File: src/rtl/mc_defs.sv
// rtl/mc_defs.sv - shared encodings for the multi-cycle MIPS control unit
// Purpose: state encodings, opcode/funct constants, datapath select codes and
//          the instruction-class one-hot shared by mc_decode and mc_ctrl.
// Ports:   none (package).
package mc_defs;

  localparam int RA_REG = 31;

  localparam logic [2:0] S_FETCH  = 3'd0;
  localparam logic [2:0] S_DECODE = 3'd1;
  localparam logic [2:0] S_EXE    = 3'd2;
  localparam logic [2:0] S_MEM    = 3'd3;
  localparam logic [2:0] S_WB     = 3'd4;

  localparam logic [5:0] OP_RTYPE = 6'h00;
  localparam logic [5:0] OP_J     = 6'h02;
  localparam logic [5:0] OP_JAL   = 6'h03;
  localparam logic [5:0] OP_BEQ   = 6'h04;
  localparam logic [5:0] OP_ORI   = 6'h0D;
  localparam logic [5:0] OP_LUI   = 6'h0F;
  localparam logic [5:0] OP_LW    = 6'h23;
  localparam logic [5:0] OP_SW    = 6'h2B;

  localparam logic [5:0] FN_JR    = 6'h08;
  localparam logic [5:0] FN_ADDU  = 6'h21;
  localparam logic [5:0] FN_SUBU  = 6'h23;

  localparam logic [2:0] ALU_ADDU  = 3'd0;
  localparam logic [2:0] ALU_SUBU  = 3'd1;
  localparam logic [2:0] ALU_OR    = 3'd2;
  localparam logic [2:0] ALU_PASSB = 3'd3;

  localparam logic [1:0] NPC_PC4 = 2'd0;
  localparam logic [1:0] NPC_BR  = 2'd1;
  localparam logic [1:0] NPC_JMP = 2'd2;
  localparam logic [1:0] NPC_JR  = 2'd3;

  localparam logic [1:0] RDST_RT = 2'd0;
  localparam logic [1:0] RDST_RD = 2'd1;
  localparam logic [1:0] RDST_RA = 2'd2;

  localparam logic [1:0] WD_ALU = 2'd0;
  localparam logic [1:0] WD_DM  = 2'd1;
  localparam logic [1:0] WD_PC4 = 2'd2;

  // At most one bit set; all-zero means the encoding is unsupported.
  typedef struct packed {
    logic addu;
    logic subu;
    logic jr;
    logic ori;
    logic lui;
    logic lw;
    logic sw;
    logic beq;
    logic j;
    logic jal;
  } icls_t;

endpackage

File: src/rtl/mc_decode.sv
// rtl/mc_decode.sv - opcode/funct to instruction-class one-hot
// Purpose: combinational classification of the instruction held in IR.
// Ports:   op_i [5:0], funct_i [5:0] in; cls_o (icls_t one-hot), illegal_o out.
module mc_decode
  import mc_defs::*;
(
  input  logic [5:0] op_i,
  input  logic [5:0] funct_i,
  output icls_t      cls_o,
  output logic       illegal_o
);

  always_comb begin
    cls_o = '0;
    unique case (op_i)
      OP_RTYPE: begin
        cls_o.addu = (funct_i == FN_ADDU);
        cls_o.subu = (funct_i == FN_SUBU);
        cls_o.jr   = (funct_i == FN_JR);
      end
      OP_ORI:  cls_o.ori = 1'b1;
      OP_LUI:  cls_o.lui = 1'b1;
      OP_LW:   cls_o.lw  = 1'b1;
      OP_SW:   cls_o.sw  = 1'b1;
      OP_BEQ:  cls_o.beq = 1'b1;
      OP_J:    cls_o.j   = 1'b1;
      OP_JAL:  cls_o.jal = 1'b1;
      default: cls_o = '0;
    endcase
  end

  assign illegal_o = ~|cls_o;

endmodule

File: src/rtl/mc_ctrl.sv
// rtl/mc_ctrl.sv - multi-cycle MIPS control unit FSM
// Purpose: sequences FETCH/DECODE/EXE/MEM/WB over a shared datapath and a
//          unified single-port memory with a req/ready handshake.
// Ports:   clk, reset (async active-low), op/funct (from IR), zero, mem_ready in;
//          mem_req, pc_wr, ir_wr, reg_wr, mem_wr, sign_ext, lui_ext, alu_ctr,
//          alu_src, reg_dst, mem_to_reg, npc_op, state, instr_done, illegal out.
module mc_ctrl
  import mc_defs::*;
(
  input  logic       clk,
  input  logic       reset,
  input  logic [5:0] op,
  input  logic [5:0] funct,
  input  logic       zero,
  input  logic       mem_ready,
  output logic       mem_req,
  output logic       pc_wr,
  output logic       ir_wr,
  output logic       reg_wr,
  output logic       mem_wr,
  output logic       sign_ext,
  output logic       lui_ext,
  output logic [2:0] alu_ctr,
  output logic       alu_src,
  output logic [1:0] reg_dst,
  output logic [1:0] mem_to_reg,
  output logic [1:0] npc_op,
  output logic [2:0] state,
  output logic       instr_done,
  output logic       illegal
);

  logic [2:0] state_q, state_d;
  icls_t      cls;
  logic       unsupported;

  mc_decode u_decode (
    .op_i      (op),
    .funct_i   (funct),
    .cls_o     (cls),
    .illegal_o (unsupported)
  );

  always_ff @(posedge clk or negedge reset) begin
    if (!reset) state_q <= S_FETCH;
    else        state_q <= state_d;
  end

  always_comb begin
    state_d = S_FETCH;
    case (state_q)
      S_FETCH:  state_d = mem_ready ? S_DECODE : S_FETCH;
      S_DECODE: state_d = (cls.j || cls.jal || cls.jr || unsupported) ? S_FETCH : S_EXE;
      S_EXE: begin
        if (cls.lw || cls.sw) state_d = S_MEM;
        else if (cls.beq)     state_d = S_FETCH;
        else                  state_d = S_WB;
      end
      S_MEM: begin
        if (!mem_ready)   state_d = S_MEM;
        else if (cls.lw)  state_d = S_WB;
        else              state_d = S_FETCH;
      end
      S_WB:     state_d = S_FETCH;
      default:  state_d = S_FETCH;
    endcase
  end

  always_comb begin
    mem_req    = 1'b0;
    pc_wr      = 1'b0;
    ir_wr      = 1'b0;
    reg_wr     = 1'b0;
    mem_wr     = 1'b0;
    sign_ext   = 1'b0;
    lui_ext    = 1'b0;
    alu_ctr    = ALU_ADDU;
    alu_src    = 1'b0;
    reg_dst    = RDST_RT;
    mem_to_reg = WD_ALU;
    npc_op     = NPC_PC4;
    instr_done = 1'b0;
    illegal    = 1'b0;

    // Outputs are gated by reset so enables drop the instant reset asserts,
    // not at the next edge.
    if (reset) begin
      // ALU/extender setup is held from EXE through MEM and WB so the
      // address or result feeding memory/GRF stays stable.
      if (state_q == S_EXE || state_q == S_MEM || state_q == S_WB) begin
        if (cls.subu || cls.beq) alu_ctr = ALU_SUBU;
        if (cls.ori)             alu_ctr = ALU_OR;
        if (cls.lui)             alu_ctr = ALU_PASSB;
        alu_src  = cls.ori || cls.lui || cls.lw || cls.sw;
        sign_ext = cls.lw || cls.sw || cls.beq;
        lui_ext  = cls.lui;
      end

      case (state_q)
        S_FETCH: begin
          mem_req = 1'b1;
          ir_wr   = mem_ready;
          pc_wr   = mem_ready;
        end
        S_DECODE: begin
          if (cls.j || cls.jal) begin
            pc_wr      = 1'b1;
            npc_op     = NPC_JMP;
            instr_done = 1'b1;
          end
          // jal writes PC+4 of the jal itself; the PC only updates at this edge.
          if (cls.jal) begin
            reg_wr     = 1'b1;
            reg_dst    = RDST_RA;
            mem_to_reg = WD_PC4;
          end
          if (cls.jr) begin
            pc_wr      = 1'b1;
            npc_op     = NPC_JR;
            instr_done = 1'b1;
          end
          if (unsupported) begin
            illegal    = 1'b1;
            instr_done = 1'b1;
          end
        end
        S_EXE: begin
          if (cls.beq) begin
            pc_wr      = zero;
            npc_op     = NPC_BR;
            instr_done = 1'b1;
          end
        end
        S_MEM: begin
          mem_req = 1'b1;
          if (cls.sw) begin
            mem_wr     = mem_ready;
            instr_done = mem_ready;
          end
        end
        S_WB: begin
          reg_wr     = 1'b1;
          instr_done = 1'b1;
          if (cls.addu || cls.subu) reg_dst = RDST_RD;
          if (cls.lw)               mem_to_reg = WD_DM;
        end
        default: ;
      endcase
    end
  end

  assign state = state_q;

endmodule

File: config.mk
export PLATFORM = sky130hd
export DESIGN_NAME = mc_ctrl
export DESIGN_NICKNAME = d
export VERILOG_FILES = /design/src/rtl/mc_defs.sv /design/src/rtl/mc_decode.sv /design/src/rtl/mc_ctrl.sv
export SDC_FILE = /design/constraint.sdc
export NUM_CORES = 1
export LEC_CHECK = 0
export CAP_MARGIN = 20
export CELL_PAD_IN_SITES_DETAIL_PLACEMENT = 2
export CELL_PAD_IN_SITES_GLOBAL_PLACEMENT = 2
export CORE_UTILIZATION = 18
export CTS_BUF_LIST = sky130_fd_sc_hd__clkbuf_16
export DETAILED_ROUTE_END_ITERATION = 12
export HOLD_SLACK_MARGIN = 0.05
export PLACE_DENSITY = 0.82
export SETUP_SLACK_MARGIN = 0.05
export SLEW_MARGIN = 20
export SYNTH_ARGS = -nofsm -noshare
export SYNTH_HDL_FRONTEND = slang
export SYNTH_SLANG_ARGS = --single-unit
File: constraint.sdc
create_clock -name clk -period 2.3 [get_ports clk]
set_input_delay 0.46 -clock clk [delete_from_list [all_inputs] [get_ports clk]]
set_output_delay 0.46 -clock clk [all_outputs]
set_load 0.1 [all_outputs]
==> out/qor.yml <==
grt:
  grt_pass1_vias: 1195
  grt_usage_pct: 28.5
  antenna_found_initial: 0
  grt_pass1_wl_um: 7090
  grt_max_degree: 14
  overflow: 0
sta:
  skew_ns: 0.00616
  finalHoldViolations: 0
  finalSetupViolations: 7
  max_freq_mhz: 388
  setup_ws_ns: -0.277
  slew_viol_final: 0
  rsz0062_at_grt: "yes"
  holdWs_ns: 0.512
  fin_crit_sh_pct: 112
  final_period_minus_worst_setup_slack_ns: 2.58
synth:
  synth_top_cell_by_area: "dfrtp_1"
  synth_area_leaders: "dfrtp_1, nor2_1, a21oi_1"
  avgSynthCellArea_um2: 6.81
  synthCells: 92
  synth_top_area_share_pct: 12.0
  synth-seq-cells: 3
  synthMuxAreaShare_pct: 0
  synth-simple-area-share_pct: 51.9
  synth_fa_ha_area_share_pct: 0
  syn-num-nets: 108
  synth_xor_area_share_pct: 1.40
  synth_compound_area_share_pct: 24.4
  synth_top_family_by_area: "simple AND/OR/NAND/NOR gates"
  ys.warnings.count: 0
  synth.distinct_cells: 43
  synth_area_um2: 627
  yosysSeqAreaShare_pct: 12.0
finish:
  final_cell_area_mm2: 0.00186
  nets: 178
  area_growth_pct: 197
  layout-drive-gt1-share_pct: 73.3
  diodes: 0
  seqCellArea_um2: 86.3
  largest_reg_flops: 3
  fillers: 324
  multi_input_area_um2: 807
setup_path:
  required_ns: 1.84
  startpoint: "funct[2]"
  critPathKind: "input port to primary output"
  cp_max_fo: 3
  critical_path.endpoint_type: "primary output"
  cp.arrival_ns: 2.12
  r2r_start: "state[0]"
  startpoint_type: "input port"
clocking:
  clock_sinks: 3
  cts_tree: "built"
  clk_pin_slew_worst_paths_ns: 0.04
  clk_latency_ns: 0.24
  hold_buffers: 0
  ctsLongestPathBuffers: 2
  clockRootBuffer: "clkbuf_16"
  cts-htree-levels: 1
  cts_inserted_buffers: 3
placed_design:
  dpl_cell_area_mm2: 0.00162
  hpwl_um: 3040
  io_buffers: 36
  place_congestion: 0.785
die:
  core_mm2: 0.00334
  rows: 21
  start_util_pct: 18.8
  dieArea_mm2: 0.00372
  io_pins: 38
  die_y_um: 61.0
  die_w_um: 61.0
power_and_ir_drop:
  vdd_drop_max_mv: 0.246
  powerDensity_mw_per_mm2: 341
  p_leak_nw: 0.756
  power.total_uw: 635
detailed_routing:
  avgViaCountPerCell: 5.21
  wl_per_cell_um: 23.5
  route.detailed.drc: 1
  vias: 1078
  dr.pass1.iters: 8
  drtIter0Drc: 22
  routed_wl_um: 4860
  antenna_left: 0
flow_run:
  max-cap-violations: 0
outcome:
  violations: "DRC, setup timing"
  status: "complete, but fails checks"
worst_hold_path:
  hold_path_class: "input port to async pin"
[per-stage QoR]
| stage | cells | setup TNS (ns) | utilization [%] | setup WS, ns |
|---|---|---|---|---|
| finish | 207 | -1.23 | 55.8 | -0.277 |
| global route | 207 | -1.56 | 55.8 | -0.322 |
| CTS | 201 | -1.27 | 53.5 | -0.271 |
| detailed placement | 189 | -6.87 | 48.4 | -0.716 |
| global placement | 189 | -5.41 | 48.4 | -0.573 |
| floorplan | 92 | -1.75 | - | -0.305 |
[where the power goes]
group | switching [mW] | total, mW | leakage (nW) | internal (mW)
clock | 0.0676 | 0.294 | 0.0423 | 0.226
combinational | 0.170 | 0.281 | 0.679 | 0.110
sequential | 0.00467 | 0.0609 | 0.0349 | 0.0563
total | 0.243 | 0.635 | 0.756 | 0.393
[placed cells by master (no fill, tap or decap), drive strengths merged, types with 3 or more instances in the layout]
cell	instances
nor3	6
nand2b	4
clkbuf	4
nand4	3
nand3	6
nor3b	3
dfrtp	3
nor2	10
a21oi	7
nor4	3
clkdlybuf4s50	3
nand2	5
dlymetal6s2s	3
inv	4
buf	65
o21ai	3
[cell type report]
type | instances | area share, %
inverter | 4 | 1.01
clock inverter | 1 | 0.201
timing repair buffer | 73 | 43.7
tap | 46 | 3.09
multi-input combinational | 77 | 43.3
clock buffer | 3 | 4.03
sequential | 3 | 4.63
[synth_stat cells, drive strengths merged]
cell     instances
nor2            10
a21oi            7
nand3            6
nor3             6
nand2            5
buf              4
clkbuf           4
inv              4
nand2b           4
dfrtp            3
nand4            3
nor3b            3
nor4             3
o21ai            3
a211oi           2
nand4b           2
nor2b            2
o211ai           2
or4              2
a21boi           1
a221oi           1
a41oi            1
and2             1
and3             1
and4             1
and4b            1
conb             1
nand3b           1
o2111ai          1
o21bai           1
o31a             1
o31ai            1
o32a             1
or2              1
or4b             1
xor2             1
[worst max-delay path: stages]
cell and delay (ns):
buf_6 0.09, or4_4 0.58, nor4_4 0.26, buf_4 0.17
o2111ai_2 0.18, a21oi_4 0.18, buf_12 0.19
[cell families after synthesis]
| group | Yosys count |
|---|---|
| other | 1 |
| AOI/OAI and AO/OA | 22 |
| xor gates and xnor gates | 1 |
| DFF | 3 |
| buffers and inverters | 12 |
| and+or+nand+nor | 53 |
[metal layers]
| metal | up-vias | wire length (µm) | global-route usage (%) | part of all wire (%) |
|---|---|---|---|---|
| met5 | - | 0 | 0 | 0 |
| met4 | 0 | 297 | 15.3 | 6.1 |
| met3 | 21 | 202 | 4.41 | 4.2 |
| met2 | 51 | 2480 | 50.4 | 51 |
| met1 | 528 | 1880 | 33.0 | 39 |
| li1 | 478 | - | - | - |
[path summary, 6_finish.rpt]
kind / end / slack, ns / depth (start not counted)
worst max register to register: state[1] / 0.90 / 4
worst min register to register: state[1] / 0.64 / 1
min in group clk: state[1] / 0.64 / 1
worst min-delay path: state[2] / 0.51 / 2
max in group asynchronous: state[0] / 1.63 / 2
worst max-delay path: pc_wr / -0.28 / 7
[repair_timing]
| action | in CTS | in global routing |
|---|---|---|
| cloned | 0 | 0 |
| buffers inserted | 8 | 6 |
| endpoints found under the setup margin | 18 | 12 |
| resized for setup | 48 | 10 |
| pin swaps | 14 | 9 |
(Power assumes the default switching activity.)
